==> config.mk <==
export PLATFORM = sky130hd
export DESIGN_NAME = pump_pwm_gen
export DESIGN_NICKNAME = d
export VERILOG_FILES = /design/src/rtl/pump_pwm_gen.sv
export SDC_FILE = /design/constraint.sdc
export NUM_CORES = 1
export LEC_CHECK = 0
export ABC_AREA = 1
export CAP_MARGIN = 10
export CORE_MARGIN = 1.5
export CORE_UTILIZATION = 55
export CTS_CLUSTER_SIZE = 25
export DETAILED_ROUTE_END_ITERATION = 12
export GPL_TIMING_DRIVEN = 0
export HOLD_SLACK_MARGIN = 0.15
export PLACE_DENSITY = 0.86
export SYNTH_ARGS = -nofsm -noshare
export SYNTH_HDL_FRONTEND = slang
export SYNTH_SLANG_ARGS = --single-unit
==> constraint.sdc <==
create_clock -name clk -period 2.55 [get_ports clk]
set_clock_uncertainty 0.15 [all_clocks]
set_input_delay 0.6375 -clock clk [delete_from_list [all_inputs] [get_ports clk]]
set_output_delay 0.6375 -clock clk [all_outputs]
set_load 0.05 [all_outputs]
==> src/rtl/pump_pwm_gen.sv <==
// Two-channel pump PWM with a shared 255-tick frame, frame-aligned duty
// updates, rising-edge slew limiting and an emergency-stop override.
module pump_pwm_gen #(
    parameter int CLK_DIV   = 196,
    parameter int RAMP_STEP = 16
) (
    input  logic       clk,
    input  logic       reset,
    input  logic [7:0] pwm_duty_a,
    input  logic [7:0] pwm_duty_b,
    input  logic       estop,
    output logic       pwm_out_a,
    output logic       pwm_out_b,
    output logic [7:0] duty_eff_a,
    output logic [7:0] duty_eff_b,
    output logic       period_start
);

    localparam int PW = (CLK_DIV > 1) ? $clog2(CLK_DIV) : 1;
    localparam logic [PW-1:0] PRE_MAX = PW'(CLK_DIV - 1);
    localparam logic [8:0] STEP = 9'(RAMP_STEP);

    logic [PW-1:0] prescaler;
    logic [7:0]    cnt;
    logic          tick;
    logic          boundary;
    logic [7:0]    next_a;
    logic [7:0]    next_b;

    // Increase is clamped to the target; the 9-bit sum keeps it from wrapping.
    function automatic logic [7:0] ramp(input logic [7:0] e, input logic [7:0] t);
        logic [8:0] sum;
        sum = {1'b0, e} + STEP;
        if (t > e) begin
            ramp = (sum > {1'b0, t}) ? t : sum[7:0];
        end else begin
            ramp = t;
        end
    endfunction

    assign tick     = (prescaler == PRE_MAX);
    assign boundary = tick && (cnt == 8'd254);

    always_comb begin
        next_a = duty_eff_a;
        next_b = duty_eff_b;
        if (estop) begin
            next_a = 8'd0;
            next_b = 8'd0;
        end else if (boundary) begin
            next_a = ramp(duty_eff_a, pwm_duty_a);
            next_b = ramp(duty_eff_b, pwm_duty_b);
        end
    end

    always_ff @(posedge clk or posedge reset) begin
        if (reset) begin
            prescaler <= '0;
            cnt       <= 8'd0;
        end else begin
            prescaler <= tick ? '0 : prescaler + 1'b1;
            if (tick) begin
                cnt <= (cnt == 8'd254) ? 8'd0 : cnt + 8'd1;
            end
        end
    end

    always_ff @(posedge clk or posedge reset) begin
        if (reset) begin
            duty_eff_a   <= 8'd0;
            duty_eff_b   <= 8'd0;
            pwm_out_a    <= 1'b0;
            pwm_out_b    <= 1'b0;
            period_start <= 1'b0;
        end else begin
            duty_eff_a   <= next_a;
            duty_eff_b   <= next_b;
            pwm_out_a    <= (cnt < duty_eff_a) && !estop;
            pwm_out_b    <= (cnt < duty_eff_b) && !estop;
            period_start <= boundary;
        end
    end

endmodule

==> summary.md, run 1 <==
| Metric | Value |
|---|---|
| Final global-route overflow total | 0 |
| Switching part of the total power | 0.252 |
| P_int | approximately 0.92 mW |
| Final Max Slew Viols | 0 |
| Vias in the first global route | 2573 |
| Starting Density | 0.573 |
| GP Congestion | 0.891 |
| Core Box Area | between 5000 and 6000 um^2 |
| WL/cell | 13.4 um |
| Detailed Place HPWL | 5.15 mm |
| CTS tree | yes |
| GRT met1 Usage | 0.292 |
| Final setup fails | 0 |
| Top cells by count, synth | nand2_1 (96), inv_1 (68), ha_1 (51) |
| Critical Path End Type | flip-flop |
| Max Cap Viol | 0 |
| Crit path launch type | input pin |
| CP Data Arrival Time | 2540 ps |
| Top-count cell post-synth | nand2_1 |
| CTS Buf Count | 5 |
| Initial antenna violation count | 0 |
| Hold buffers post-CTS | 0 |
| Die area | 5770 um^2 |
| CP max FO | 6 |
| All-Layer GR Usage | 0.245 |
| Post-Route WL | roughly 6.8 mm |
| Drt pass-1 iters | 4 |
| Synthesized cell area | about 3000 um^2 |
| Layout cell share with drive strength beyond 1 | 0.100 |
| # H-tree levels | 2 |
| Syn Inst Count | 389 |
| GR peak layer | met2 |
| Final #Nets | 507 |
| First-pass GRT wire length | 11.6 mm |
| Die width | approximately 76 um |
| Sink Count | 35 |
| Pleak | between 1.5 and 2 nW |
| Detailed-route DRC error count | 0 |
| Psw | around 0.31 mW |
| PortBufs | 37 |
| Reg power frac | 0.449 |
| Worst flop-to-flop path startpoint | duty_eff_a[4]$_DFFE_PP0P_ |
| # IOs | 38 |
| Top-area cell type share of the netlist area | 0.299 |
| Worst min path class | flip-flop to flip-flop |
| Total power | 1.24 mW |
| Core Util, Final | 0.714 |
| EDFF count, synth | 0 |
| Seq/Total Area, Yosys | 0.299 |
| Cell taking the most area after synthesis | dfrtp_1 |
| Hold Path Origin | prescaler[0]$_DFF_PP0_ |
| Worst-Skew Late Latency | 290 ps |
| Post-Syn Area per Cell | 7.52 um^2 |
| Logic pwr share | 0.136 |
| DRT iter0 DRCs | 149 |
| Yosys reg bits | 35 |
| Asr flop ratio synth | 1.00 |
| Clk slew on worst S/H paths | approximately 70 ps |
| Worst Max-Slew Pin Slew | 565 ps |
| DR vias | 2676 |
| Synth-to-Final Area Change | 24.6% |
| PD cells | 339 nW/um^2 |
| Clock share of power | 0.415 |
| Met3 track demand over resource | 0.0398 |
| Post-synthesis cell type count | 30 |
| Post-route ant nets | 0 |
| Critical path class | input pin to flip-flop |
| Largest net degree at the start of global routing | 25 |
| Yosys warns | 0 |
| M2 GR Usage | 0.450 |
| CP startpoint | pwm_duty_a[3] |
| Fin. Hold Viols | 0 |
| Max Buffers Root-to-Sink | 2 |
| Synth area leaders | dfrtp_1 (30%), ha_1 (22%), nand2_1 (12%) |
| Critical Path RT | approximately 2600 ps |
| Top FF cell, synth | dfrtp_1 |
| Status | finished clean |
| Vias per std cell | 5.27 |
| # rows | 26 |
| F_max | 399 MHz |
| Diodes inserted | 0 |
| Part of the cycle the worst path needs | 0.984 |
| Worst rel slew slack | 0.623 |
| VDD IR max | 0.307 mV |
| Tmin final | 2510 ps |
| CTS Root Cell | clkbuf_8 |
| Syn nets | 459 |
| Register-to-register setup slack | 190 ps |
| Setup TNS | 0 ps |
| Die Ht | ~76 um |
-- routing by layer --
metal  routed length (um)  part of all wire
met5                    0                 0
met2                 3640              0.53
met3                  291             0.043
met4                   91             0.013
met1                 2800              0.41
-- power groups by stage --
stage / registers [mW] / clock network [mW] / logic [mW]
6_report: 0.555 / 0.513 / 0.168
2_1_floorplan: 0.566 / 0 / 0.0808
5_1_grt: 0.554 / 0.544 / 0.187
3_3_place_gp: 0.566 / 0 / 0.133
3_5_place_dp: 0.566 / 0 / 0.143
4_1_cts: 0.554 / 0.523 / 0.150
-- cell type report --
class / count / area (um^2)
timing repair buffer: 41 / 423
clock inverter: 3 / 47.5
fill: 401 / 1460
multi-input combinational: 279 / 1840
tap: 70 / 87.6
sequential: 35 / 878
clock buffer: 5 / 68.8
inverter: 74 / 280
buffer: 1 / 15.0
-- kinds of logic (layout without fill, tap and decap cells) --
family	count (synthesis)	count (layout)	share of synthesized area
xor gates and xnor gates	5	5	0.0150
adders and majority gates	51	51	0.218
AOI/OAI and AO/OA	42	42	0.0830
DFF	35	35	0.299
and+or+nand+nor	181	181	0.284
buffers and inverters	75	124	0.101
-- cells in the final DEF, fill, tap and decap left out, drive strengths merged --
cell	synthesis	final
nand4	6	6
o211ai	2	2
and3	1	1
and2	1	1
dlymetal6s2s	0	1
bufinv	0	1
nor3	6	6
nor3b	4	4
o21a	3	3
inv	74	75
clkbuf	0	5
clkinv	0	1
xor2	5	5
a21o	2	2
nand2	99	99
nand3	39	39
dfrtp	35	35
a21oi	26	26
o21ai	6	6
buf	1	5
ha	51	51
nor2	25	25
clkdlybuf4s50	0	36
a21boi	3	3
-- per-stage QoR --
stage | hold WS [ps] | worst slack, ps | instance area, um^2 | cells
global placement | 325 | -306 | 3380 | 496
finish | 342 | 41.1 | 3640 | 508
CTS | 348 | 42.7 | 3560 | 505
floorplan | 305 | 121 | 2930 | 389
global route | 380 | -113 | 3640 | 508
detailed placement | 340 | -354 | 3410 | 497
-- worst max-delay path, cell delays in order --
cell and delay (ps):
clkdlybuf4s50_1 530, inv_1 70, ha_1 320, nand2_1 90, nor3_2 150, nand2_1 70, nand3_1 100, nand2_2 110
nand2_4 130, buf_4 150, nand2_1 60, nand3_1 70, nand2_1 50
-- sequential cells by signal, indices dropped and copies added, names as in the netlist --
register      cells
cnt               8
duty_eff_a        8
duty_eff_b        8
prescaler         8
period_start      1
pwm_out_a         1
pwm_out_b         1
-- final timing paths --
path | end | depth (start not counted)
min in group asynchronous | duty_eff_a[2]$_DFFE_PP0P_ | 2
min | prescaler[0]$_DFF_PP0_ | 1
max | duty_eff_a[6]$_DFFE_PP0P_ | 13
min reg2reg | prescaler[0]$_DFF_PP0_ | 1
max in group asynchronous | duty_eff_b[1]$_DFFE_PP0P_ | 3
max reg2reg | duty_eff_a[6]$_DFFE_PP0P_ | 13
-- what timing repair did --
| action | in CTS | in global routing |
|---|---|---|
| resized for setup | 5 | 16 |
| setup endpoints to repair | 15 | 15 |
| setup buffers | 0 | 3 |
| pin swaps | 0 | 2 |
| cloned | 0 | 0 |
No activity file was read; power rests on OpenSTA's default activity.
==> run 2: changes to the inputs <==
SKIP_LAST_GASP = 1   (was default)
SLEW_MARGIN = 15   (was default)
==> run 2 against run 1 <==
Net effect: sequential power barely moved; fmax increased by 2.2%; sequential cell count did not move; combinational power fell by 7%; cell area down 1.1%; largest cell class unchanged; register-to-register slack improved by 30 ps; first-iteration DRC count is 2.7% higher; utilization decreased by 0.78 points; worst hold slack improved by 1.8 ps; critical path depth did not move; largest power group unchanged; via count up 0.30%.
==> summary.md, run 2 (synthesis gave the netlist of run 1 again) <==
| Metric | Value |
|---|---|
| Commonest non-fill, non-tap cell in the layout | nand2_1 |
| Layout fillers | 411 (+2.5%) |
| VDD IR max | 0.312 mV (+1.5%) |
| Drt pass-1 iters | 4 (unchanged) |
| Vias in the first global route | 2620 (+1.8%) |
| Clk slew on worst S/H paths | 70 ps (about the same) |
| CP max-delay cell | clkdlybuf4s50_1 |
| Max Cap Viol | 0 (unchanged) |
| DP Area | 3380 um^2 (-0.81%) |
| Commonest non-fill, non-tap cells in the layout | nand2_1 (93), inv_1 (66), ha_1 (48) |
| Worst min path class | flip-flop to flip-flop |
| DP Worst Slack | -390 ps (-36.3 ps) |
| Critical Path End Type | flip-flop |
| First-pass GRT wire length | 11.2 mm (-2.9%) |
| Worst rel slew slack | 0.518 (-0.105) |
| Core Box Area | 5110 um^2 (unchanged) |
| PD cells | 342 nW/um^2 (+0.77%) |
| Synth-to-Final Area Change | 23.2% |
| Fin. Hold Viols | 0 (unchanged) |
| Layout cell share with drive strength beyond 1 | 0.0913 (-0.00913) |
| Post-Route WL | 6.48 mm (-5.1%) |
| Detailed-route DRC error count | 0 (unchanged) |
| Final Max Slew Viols | 0 (unchanged) |
| Critical path class | input pin to flip-flop |
| Sink Count | 35 (unchanged) |
| Largest net degree at the start of global routing | 36 (+44%) |
| Vias per std cell | 5.28 (+0.30%) |
| Critical Path RT | 2580 ps (about the same) |
| Pleak | 1.93 nW (-0.89%) |
| Crit-path most repeated cell | nand2_1 |
| F_max | 407 MHz (+2.2%) |
| DR vias | 2684 (+0.30%) |
| Core Util, Final | 0.706 (-0.00784) |
| Diodes inserted | 0 (unchanged) |
| Detailed Place HPWL | 5.01 mm (-2.7%) |
| Final instance area | 3600 um^2 (-1.1%) |
| DRT iter0 DRCs | 153 (+2.7%) |
| GP Congestion | 0.891 (unchanged) |
| WL/cell | 12.8 um (-5.1%) |
| Starting Density | 0.573 (unchanged) |
| Final global-route overflow total | 0 (unchanged) |
| # rows | 26 (unchanged) |
| Die area | 5770 um^2 (unchanged) |
| CP max FO | 6 (unchanged) |
| Cells along the critical path | clkdlybuf4s50_1 > inv_1 > ha_1 > nand2_1 > nor3_1 > nand2_1 > nand3_1 > nand2_2 > nand2_4 > buf_4 > nand2_1 > nand3_1 > nand2_1 |
| PortBufs | 37 (unchanged) |
| Tmin final | 2460 ps (-53.0 ps) |
| Worst Max-Slew Pin Slew | 721 ps (+157 ps) |
| Worst stage delay on the critical path | 520 ps (about the same) |
| Die Ht | 75.9 um (unchanged) |
| Total power | 1.23 mW (-0.34%) |
| Final #Nets | 507 (unchanged) |
| Part of the cycle the worst path needs | 0.963 (-0.0208) |
| CTS Root Cell | clkbuf_8 |
| Status | finished clean |
| Crit path launch type | input pin |
| Worst-Skew Late Latency | 290 ps (about the same) |
| # H-tree levels | 2 (unchanged) |
| Final setup fails | 0 (unchanged) |
| CTS Buf Count | 5 (unchanged) |
| Initial antenna violation count | 0 (unchanged) |
| CTS tree | yes |
| Max Buffers Root-to-Sink | 2 (unchanged) |
| Worst setup margin | 94.1 ps (+53.0 ps) |
| # IOs | 38 (unchanged) |
| All-Layer GR Usage | 0.237 (-0.00808) |
| Die width | 75.9 um (unchanged) |
| CP Data Arrival Time | 2490 ps (-50 ps) |
| Post-route ant nets | 0 (unchanged) |
## run 2: where the power goes
| group | switching, mW | total [mW] | internal (mW) |
|---|---|---|---|
| Sequential | 0.00000000138 | 0.554 | 0.554 |
| Combinational | 0.0887 | 0.157 | 0.0688 |
| Clock | 0.223 | 0.520 | 0.296 |
| Total | 0.312 | 1.23 | 0.920 |
## run 2: layer usage
| layer | global-route usage | vias up | routed length (um) |
|---|---|---|---|
| met5 | 0 | - | 0 |
| met4 | 0.0833 | 0 | 97 |
| met3 | 0.0422 | 12 | 227 |
| met2 | 0.429 | 58 | 3420 |
| met1 | 0.282 | 1268 | 2740 |
| li1 | - | 1346 | - |
## run 2: worst paths after layout
path / startpoint / end / slack [ps] / cells past startpoint
setup / recovery: pwm_duty_a[3] / duty_eff_a[6]$_DFFE_PP0P_ / 90 / 13
hold / removal: prescaler[0]$_DFF_PP0_ / prescaler[0]$_DFF_PP0_ / 340 / 1
setup reg to reg: duty_eff_a[4]$_DFFE_PP0P_ / duty_eff_a[6]$_DFFE_PP0P_ / 220 / 13
hold reg to reg: prescaler[0]$_DFF_PP0_ / prescaler[0]$_DFF_PP0_ / 340 / 1
max in group asynchronous: reset / duty_eff_a[6]$_DFFE_PP0P_ / 1150 / 2
min in group asynchronous: reset / duty_eff_a[2]$_DFFE_PP0P_ / 630 / 2
## run 2: worst max-delay path: cells and delay by family
family	cells	cell delay (ps)
simple gates	9	810
fa+ha+maj	1	320
buf+inv	3	720
## run 2: layout make-up
cell class	count	area, um^2	share of cell area
Inverter	74	280	0.0778
Timing Repair Buffer	41	400	0.111
Tap cell	70	87.6	0.0243
Multi-Input combinational cell	279	1830	0.507
Sequential cell	35	876	0.243
Buffer	1	15.0	0.00417
Clock buffer	5	68.8	0.0191
Clock inverter	3	47.5	0.0132
## run 2: what timing repair did
action                     in CTS  in global routing
resized for setup               4                 10
setup endpoints to repair      14                 16
buffers inserted                0                  4
pin swaps                       0                  3
hold buffers                    0                  0
cloned                          0                  0
## run 2: metrics by stage
step,TNS [ps],hold WS (ps),std cells
6_report,0,344,508
5_1_grt,-20.0,381,508
4_1_cts,0,349,504
3_5_place_dp,-5190,340,496
3_3_place_gp,-4280,325,496
2_1_floorplan,0,305,389
